File: src/rtl/control_unit.sv
// Microcoded sequencer for the SAP-1.5 CPU: microstep counter plus halted bit,
// with a combinational control word decoded from step, opcode and flags.
module control_unit #(
    parameter int unsigned STEP_WIDTH = 3
) (
    input  logic       clk,
    input  logic       reset,
    input  logic       run,
    input  logic [3:0] opcode,
    input  logic       flag_carry,
    input  logic       flag_zero,
    output logic       pc_enable,
    output logic       pc_load,
    output logic       pc_oe,
    output logic       mar_load,
    output logic       ram_oe,
    output logic       ram_we,
    output logic       ir_load,
    output logic       ir_oe,
    output logic       a_load,
    output logic       a_oe,
    output logic       b_load,
    output logic       alu_oe,
    output logic       alu_sub,
    output logic       flags_load,
    output logic       out_load,
    output logic       halt
);

    localparam logic [3:0] OpLda = 4'h1;
    localparam logic [3:0] OpAdd = 4'h2;
    localparam logic [3:0] OpSub = 4'h3;
    localparam logic [3:0] OpSta = 4'h4;
    localparam logic [3:0] OpLdi = 4'h5;
    localparam logic [3:0] OpJmp = 4'h6;
    localparam logic [3:0] OpJc  = 4'h7;
    localparam logic [3:0] OpJz  = 4'h8;
    localparam logic [3:0] OpOut = 4'hE;
    localparam logic [3:0] OpHlt = 4'hF;

    typedef enum logic [STEP_WIDTH-1:0] {StT0, StT1, StT2, StT3, StT4} step_e;

    typedef struct packed {
        logic pc_enable;
        logic pc_load;
        logic pc_oe;
        logic mar_load;
        logic ram_oe;
        logic ram_we;
        logic ir_load;
        logic ir_oe;
        logic a_load;
        logic a_oe;
        logic b_load;
        logic alu_oe;
        logic alu_sub;
        logic flags_load;
        logic out_load;
        logic halt;
    } ctrl_t;

    step_e step_q, step_d;
    logic  halted_q, halted_d;
    ctrl_t cw;
    ctrl_t cw_out;

    // State register: microstep and halted bit, synchronous reset.
    always_ff @(posedge clk) begin
        if (reset) begin
            step_q   <= StT0;
            halted_q <= 1'b0;
        end else begin
            step_q   <= step_d;
            halted_q <= halted_d;
        end
    end

    // Microcode decode: next step, halted bit and control word.
    always_comb begin
        cw       = '0;
        step_d   = step_q;
        halted_d = halted_q;
        if (halted_q) begin
            cw.halt = 1'b1;
            step_d  = StT0;
        end else begin
            case (step_q)
                StT0: begin
                    // run only matters here; a started instruction always completes
                    if (run) begin
                        cw.pc_oe    = 1'b1;
                        cw.mar_load = 1'b1;
                        step_d      = StT1;
                    end
                end
                StT1: begin
                    cw.ram_oe    = 1'b1;
                    cw.ir_load   = 1'b1;
                    cw.pc_enable = 1'b1;
                    step_d       = StT2;
                end
                StT2: begin
                    step_d = StT0;
                    case (opcode)
                        OpLda, OpAdd, OpSub, OpSta: begin
                            cw.ir_oe    = 1'b1;
                            cw.mar_load = 1'b1;
                            step_d      = StT3;
                        end
                        OpLdi: begin
                            cw.ir_oe  = 1'b1;
                            cw.a_load = 1'b1;
                        end
                        OpJmp: begin
                            cw.ir_oe   = 1'b1;
                            cw.pc_load = 1'b1;
                        end
                        OpJc: begin
                            cw.ir_oe   = flag_carry;
                            cw.pc_load = flag_carry;
                        end
                        OpJz: begin
                            cw.ir_oe   = flag_zero;
                            cw.pc_load = flag_zero;
                        end
                        OpOut: begin
                            cw.a_oe     = 1'b1;
                            cw.out_load = 1'b1;
                        end
                        OpHlt: halted_d = 1'b1;
                        default: ;
                    endcase
                end
                StT3: begin
                    step_d = StT0;
                    case (opcode)
                        OpLda: begin
                            cw.ram_oe = 1'b1;
                            cw.a_load = 1'b1;
                        end
                        OpAdd, OpSub: begin
                            cw.ram_oe = 1'b1;
                            cw.b_load = 1'b1;
                            step_d    = StT4;
                        end
                        OpSta: begin
                            cw.a_oe   = 1'b1;
                            cw.ram_we = 1'b1;
                        end
                        default: ;
                    endcase
                end
                StT4: begin
                    step_d = StT0;
                    if (opcode == OpAdd || opcode == OpSub) begin
                        cw.alu_oe     = 1'b1;
                        cw.a_load     = 1'b1;
                        cw.flags_load = 1'b1;
                        cw.alu_sub    = (opcode == OpSub);
                    end
                end
                default: step_d = StT0;
            endcase
        end
    end

    // Reset silences the whole control word, including mid-instruction writes.
    always_comb begin
        cw_out = reset ? '0 : cw;
    end

    assign pc_enable  = cw_out.pc_enable;
    assign pc_load    = cw_out.pc_load;
    assign pc_oe      = cw_out.pc_oe;
    assign mar_load   = cw_out.mar_load;
    assign ram_oe     = cw_out.ram_oe;
    assign ram_we     = cw_out.ram_we;
    assign ir_load    = cw_out.ir_load;
    assign ir_oe      = cw_out.ir_oe;
    assign a_load     = cw_out.a_load;
    assign a_oe       = cw_out.a_oe;
    assign b_load     = cw_out.b_load;
    assign alu_oe     = cw_out.alu_oe;
    assign alu_sub    = cw_out.alu_sub;
    assign flags_load = cw_out.flags_load;
    assign out_load   = cw_out.out_load;
    assign halt       = cw_out.halt;

endmodule

File: config.mk
export PLATFORM = sky130hd
export DESIGN_NAME = control_unit
export DESIGN_NICKNAME = d
export VERILOG_FILES = /design/src/rtl/control_unit.sv
export SDC_FILE = /design/constraint.sdc
export NUM_CORES = 1
export LEC_CHECK = 0
export CORE_MARGIN = 2
export CORE_UTILIZATION = 30
export CTS_BUF_LIST = sky130_fd_sc_hd__clkbuf_2
export CTS_CLUSTER_DIAMETER = 120
export DETAILED_ROUTE_END_ITERATION = 12
export PLACE_DENSITY = 0.64
export SLEW_MARGIN = 10
export SYNTH_ARGS = -nofsm -noshare
export SYNTH_HDL_FRONTEND = slang
export SYNTH_SLANG_ARGS = --single-unit
File: constraint.sdc
create_clock -name clk -period 3.3 [get_ports clk]
set_input_delay 0.825 -clock clk [delete_from_list [all_inputs] [get_ports clk]]
set_output_delay 0.825 -clock clk [all_outputs]
set_load 0.01 [all_outputs]
# Word level (Yosys, flattened, before mapping)
# Index checks and enable logic that the tools add are counted.
# totals
reg_bits,4
input_bits,9
output_inout_bits,16
elab_cells,58
# classes
eq_ne,15
mux,34
reduce_logical,7
# ops
cell,count
$mux 1,19
$eq 4x3->1 const B,4
$mux 16,1
$mux 15,1
$eq 4x4->1 const B,3
$mux 3,4
$pmux 3 s4,1
$pmux 1 s3,3
$eq 4x2->1 const B,2
$eq 3x2->1 const B,2
$pmux 1 s2,3
$reduce_or 6->1,1
$eq 4x1->1 const B,1
$mux 2,2
$reduce_or 2->1,2
$reduce_or 4->1,1
$eq 3x1->1 const B,1
$eq 3x3->1 const B,1
$logic_not 3->1,1
$reduce_or 3->1,1
$ne 2x2->1 const B,1
$logic_or 1x1->1,1

# Logic depth before layout (Yosys ltp)
# logic_depth
word_depth,6
mapped_depth,5

# Worst setup path after synthesis
# Ideal clock, no wire load.
# synth_path
path_kind,input to output
start,in reset
end,out a_oe
t_arrival_ns,1.802
required_time_ns,2.475
slack_ns,0.673
path_stages,3
path_buffers,0
path_cell_list,or2_4 > or4_1 > a21oi_1
# synth_via
elab_chain_cells,1
# synth_lines
element,line_no,source
start: declaration,7,"input logic reset,"
$mux 16,169,cw_out = reset ? '0 : cw;
end: declaration,21,"output logic a_oe,"
# Every way passes these cells.

# Final worst setup path
# layout_path
start,in reset
end,out b_load
# layout_via
elab_chain_cells,1
# layout_lines
element,line_no,source
$mux 16,169,
end: declaration,22,"output logic b_load,"
# Every way passes these cells.

==> out/metrics.yaml <==
finish:
  drive_gt1_frac: 0.3333
  fin_area_um2: 887.1
  area_delta_synth_final_pct: 102.0
  diodes: 0
  nNetsFinal: 119
worst_setup_path:
  cp_max_fo: 4
  cp_data_arrival_time_ps: 2370
  end_kind: "output port"
  reg2reg_depth: 6
  critPathLaunchType: "input port"
  critPathRequiredTime_ps: 2470
  path_class: "input port to output port"
floorplanning:
  die_y_um: 42.26
  num_rows: 13
  core-area_mm2: 0.001334
  die_w_um: 42.26
  die_area_mm2: 0.001786
  initial_core_util: 0.3293
  ioPinCount: 25
status:
  outcome: "completed"
clocking:
  cts_buffer_depth: 2
  clk_latency_ps: 210
  cts_tree: "done"
  postCtsHoldBufs: 0
  cts_sinks: 4
  h-tree-depth: 1
  cts_made_buffers: 3
  cts_root_buffer: "clkbuf_2"
  clk_pin_slew_ps: 50
sta:
  fmax_ghz: 0.3127
  drv_slew: 0
  finalHoldViolCount: 0
  max_slew_margin: 0.7770
  fin_skew_ps: 8.072
  fin_crit_sh: 0.9690
  rsz0062_at_grt: "false"
  tightest_slew_ps: 334.5
  final-setup-viol-count: 0
  worst_slack_ps: 102.3
  hold_slack_ps: 595.1
  period_minus_slack_ps: 3198
pwr:
  p_seq_frac: 0.324
  power_frac_comb: 0.402
  sw_frac_of_total: 0.3196
  max-vdd-ir-drop_mv: 0.2307
  p_int_uw: 113.9
  powerDensity_mw_per_mm2: 188.8
  clock_power_share: 0.275
  p_switching_uw: 53.51
  p_leak_uw: 0.0004670
grt:
  grt_max_degree: 11
  grt.overflow.total: 0
  grt_usage: 0.1847
  grt_pass1_wl_um: 2587
  grt_pass1_vias: 601
  antenna_found_initial: 0
synthesis:
  synth.top_cell.area_share: 0.1823
  synth_edf_count: 0
  async_flop_share: 0
  yosysMostFrequentCell: "nor2_1"
  synth_ff_type: "dfxtp_1"
  yosys_register_bits: 4
  synthTopCellsByArea: "dfxtp_1 18%, o21bai_1 6.8%, nor2_1 6.0%"
  yosysWarnings: 0
  yosysTopAreaCell: "dfxtp_1"
  syn-cell-area_um2: 439.2
  synthesis.nets: 71
  synth_common_cells: "7 x nor2_1, 5 x nand2_1, 4 x dfxtp_1, 4 x o21bai_1"
  syn_area_per_cell_um2: 7.083
  ys_seq_area_frac: 0.1823
  ys_types: 31
  syn_inst: 62
placement:
  gp_routability_congestion: 0.7508
  io_buffers: 24
  place_hpwl_um: 1113
  dpl-instance-area_um2: 828.3
  pre_cts_slack_ps: -244.5
routing:
  vias: 627
  wl_um: 1516
  drt_iter0_drc: 3
  drt_first_pass_iters: 3
  drtAntennaViolNets: 0
  drc_errors: 0
  drt-vias-per-instance: 5.098
  routedWlPerCell_um: 12.33
job:
  max_cap_violations: 0
min_path:
  min_path_type: "flop to flop"
  holdPathStages: 2
## through the flow
stage,setup TNS (ps),power (uW),utilization,instances
detailed placement,-2095,120.6,0.6210,117
global placement,-2048,119.9,0.6210,117
CTS,0,169.8,0.6623,123
finish,0,167.5,0.6651,123
floorplan,0,79.69,-,62
global route,0,179.0,0.6651,123
## layer usage
layer / vias up / track usage / share of wire
met3: 0 / 0.05172 / 0.046
li1: 318 / - / -
met4: 0 / 0.03750 / 0
met5: - / 0 / 0
met2: 18 / 0.3046 / 0.51
met1: 291 / 0.2385 / 0.44
## sequential cells by signal, indices dropped and copies added (netlist names)
signal and cells:
step_q 3, halted_q 1
## logic make-up (layout without fill, tap and decap cells)
logic type | after synthesis | in the layout | synth area share
flip-flops | 4 | 4 | 0.1823
multiplexers | 1 | 1 | 0.02279
AND/OR/NAND/NOR | 37 | 37 | 0.5071
buffers and inverters | 7 | 53 | 0.07976
XOR/XNOR | 1 | 1 | 0.01995
AO/OA/AOI/OAI | 12 | 12 | 0.1880
## cells in the final DEF (no fill, tap or decap), types with 4 or more instances in the layout
| cell | n |
|---|---|
| buf_4 | 24 |
| dlygate4sd2_1 | 11 |
| clkdlybuf4s50_1 | 9 |
| nor2_1 | 7 |
| o21bai_1 | 4 |
| nand2_1 | 4 |
| clkbuf_2 | 4 |
| dfxtp_1 | 4 |
## final cells by class
cell class / count / area (um2)
timing repair buffer: 48 / 409.1
multi-input combinational: 51 / 356.6
tap: 15 / 18.77
sequential: 4 / 80.08
clock buffer: 3 / 15.01
fill: 132 / 446.7
inverter: 2 / 7.507
## power groups by stage
stage	Clock (uW)	Combinational [uW]	Sequential, uW
after detailed placement	0	66.3	54.3
final	46.0	67.3	54.2
after global placement	0	65.6	54.3
after CTS	48.4	67.3	54.1
after global routing	50.6	73.8	54.6
after floorplan	0	26.4	53.3
## worst max-delay path, stage by stage
cell             delay [ps]
clkdlybuf4s50_1         420
or2_4                   270
or3_4                   420
nor3b_2                 150
dlygate4sd2_1           280
## worst paths after layout
path         startpoint   endpoint  slack, ps
min reg2reg    halted_q   halted_q        600
max               reset     b_load        100
min            halted_q   halted_q        600
max reg2reg   step_q[2]  step_q[0]       1870
## repair_timing
item / 4_1_cts / 5_1_grt
pin swaps: 2 / 0
buffers inserted: 3 / 0
gates cloned: 0 / 0
resized for setup: 18 / 5
setup endpoints to repair: 15 / 4
No activity file was read; power rests on OpenSTA's default activity.
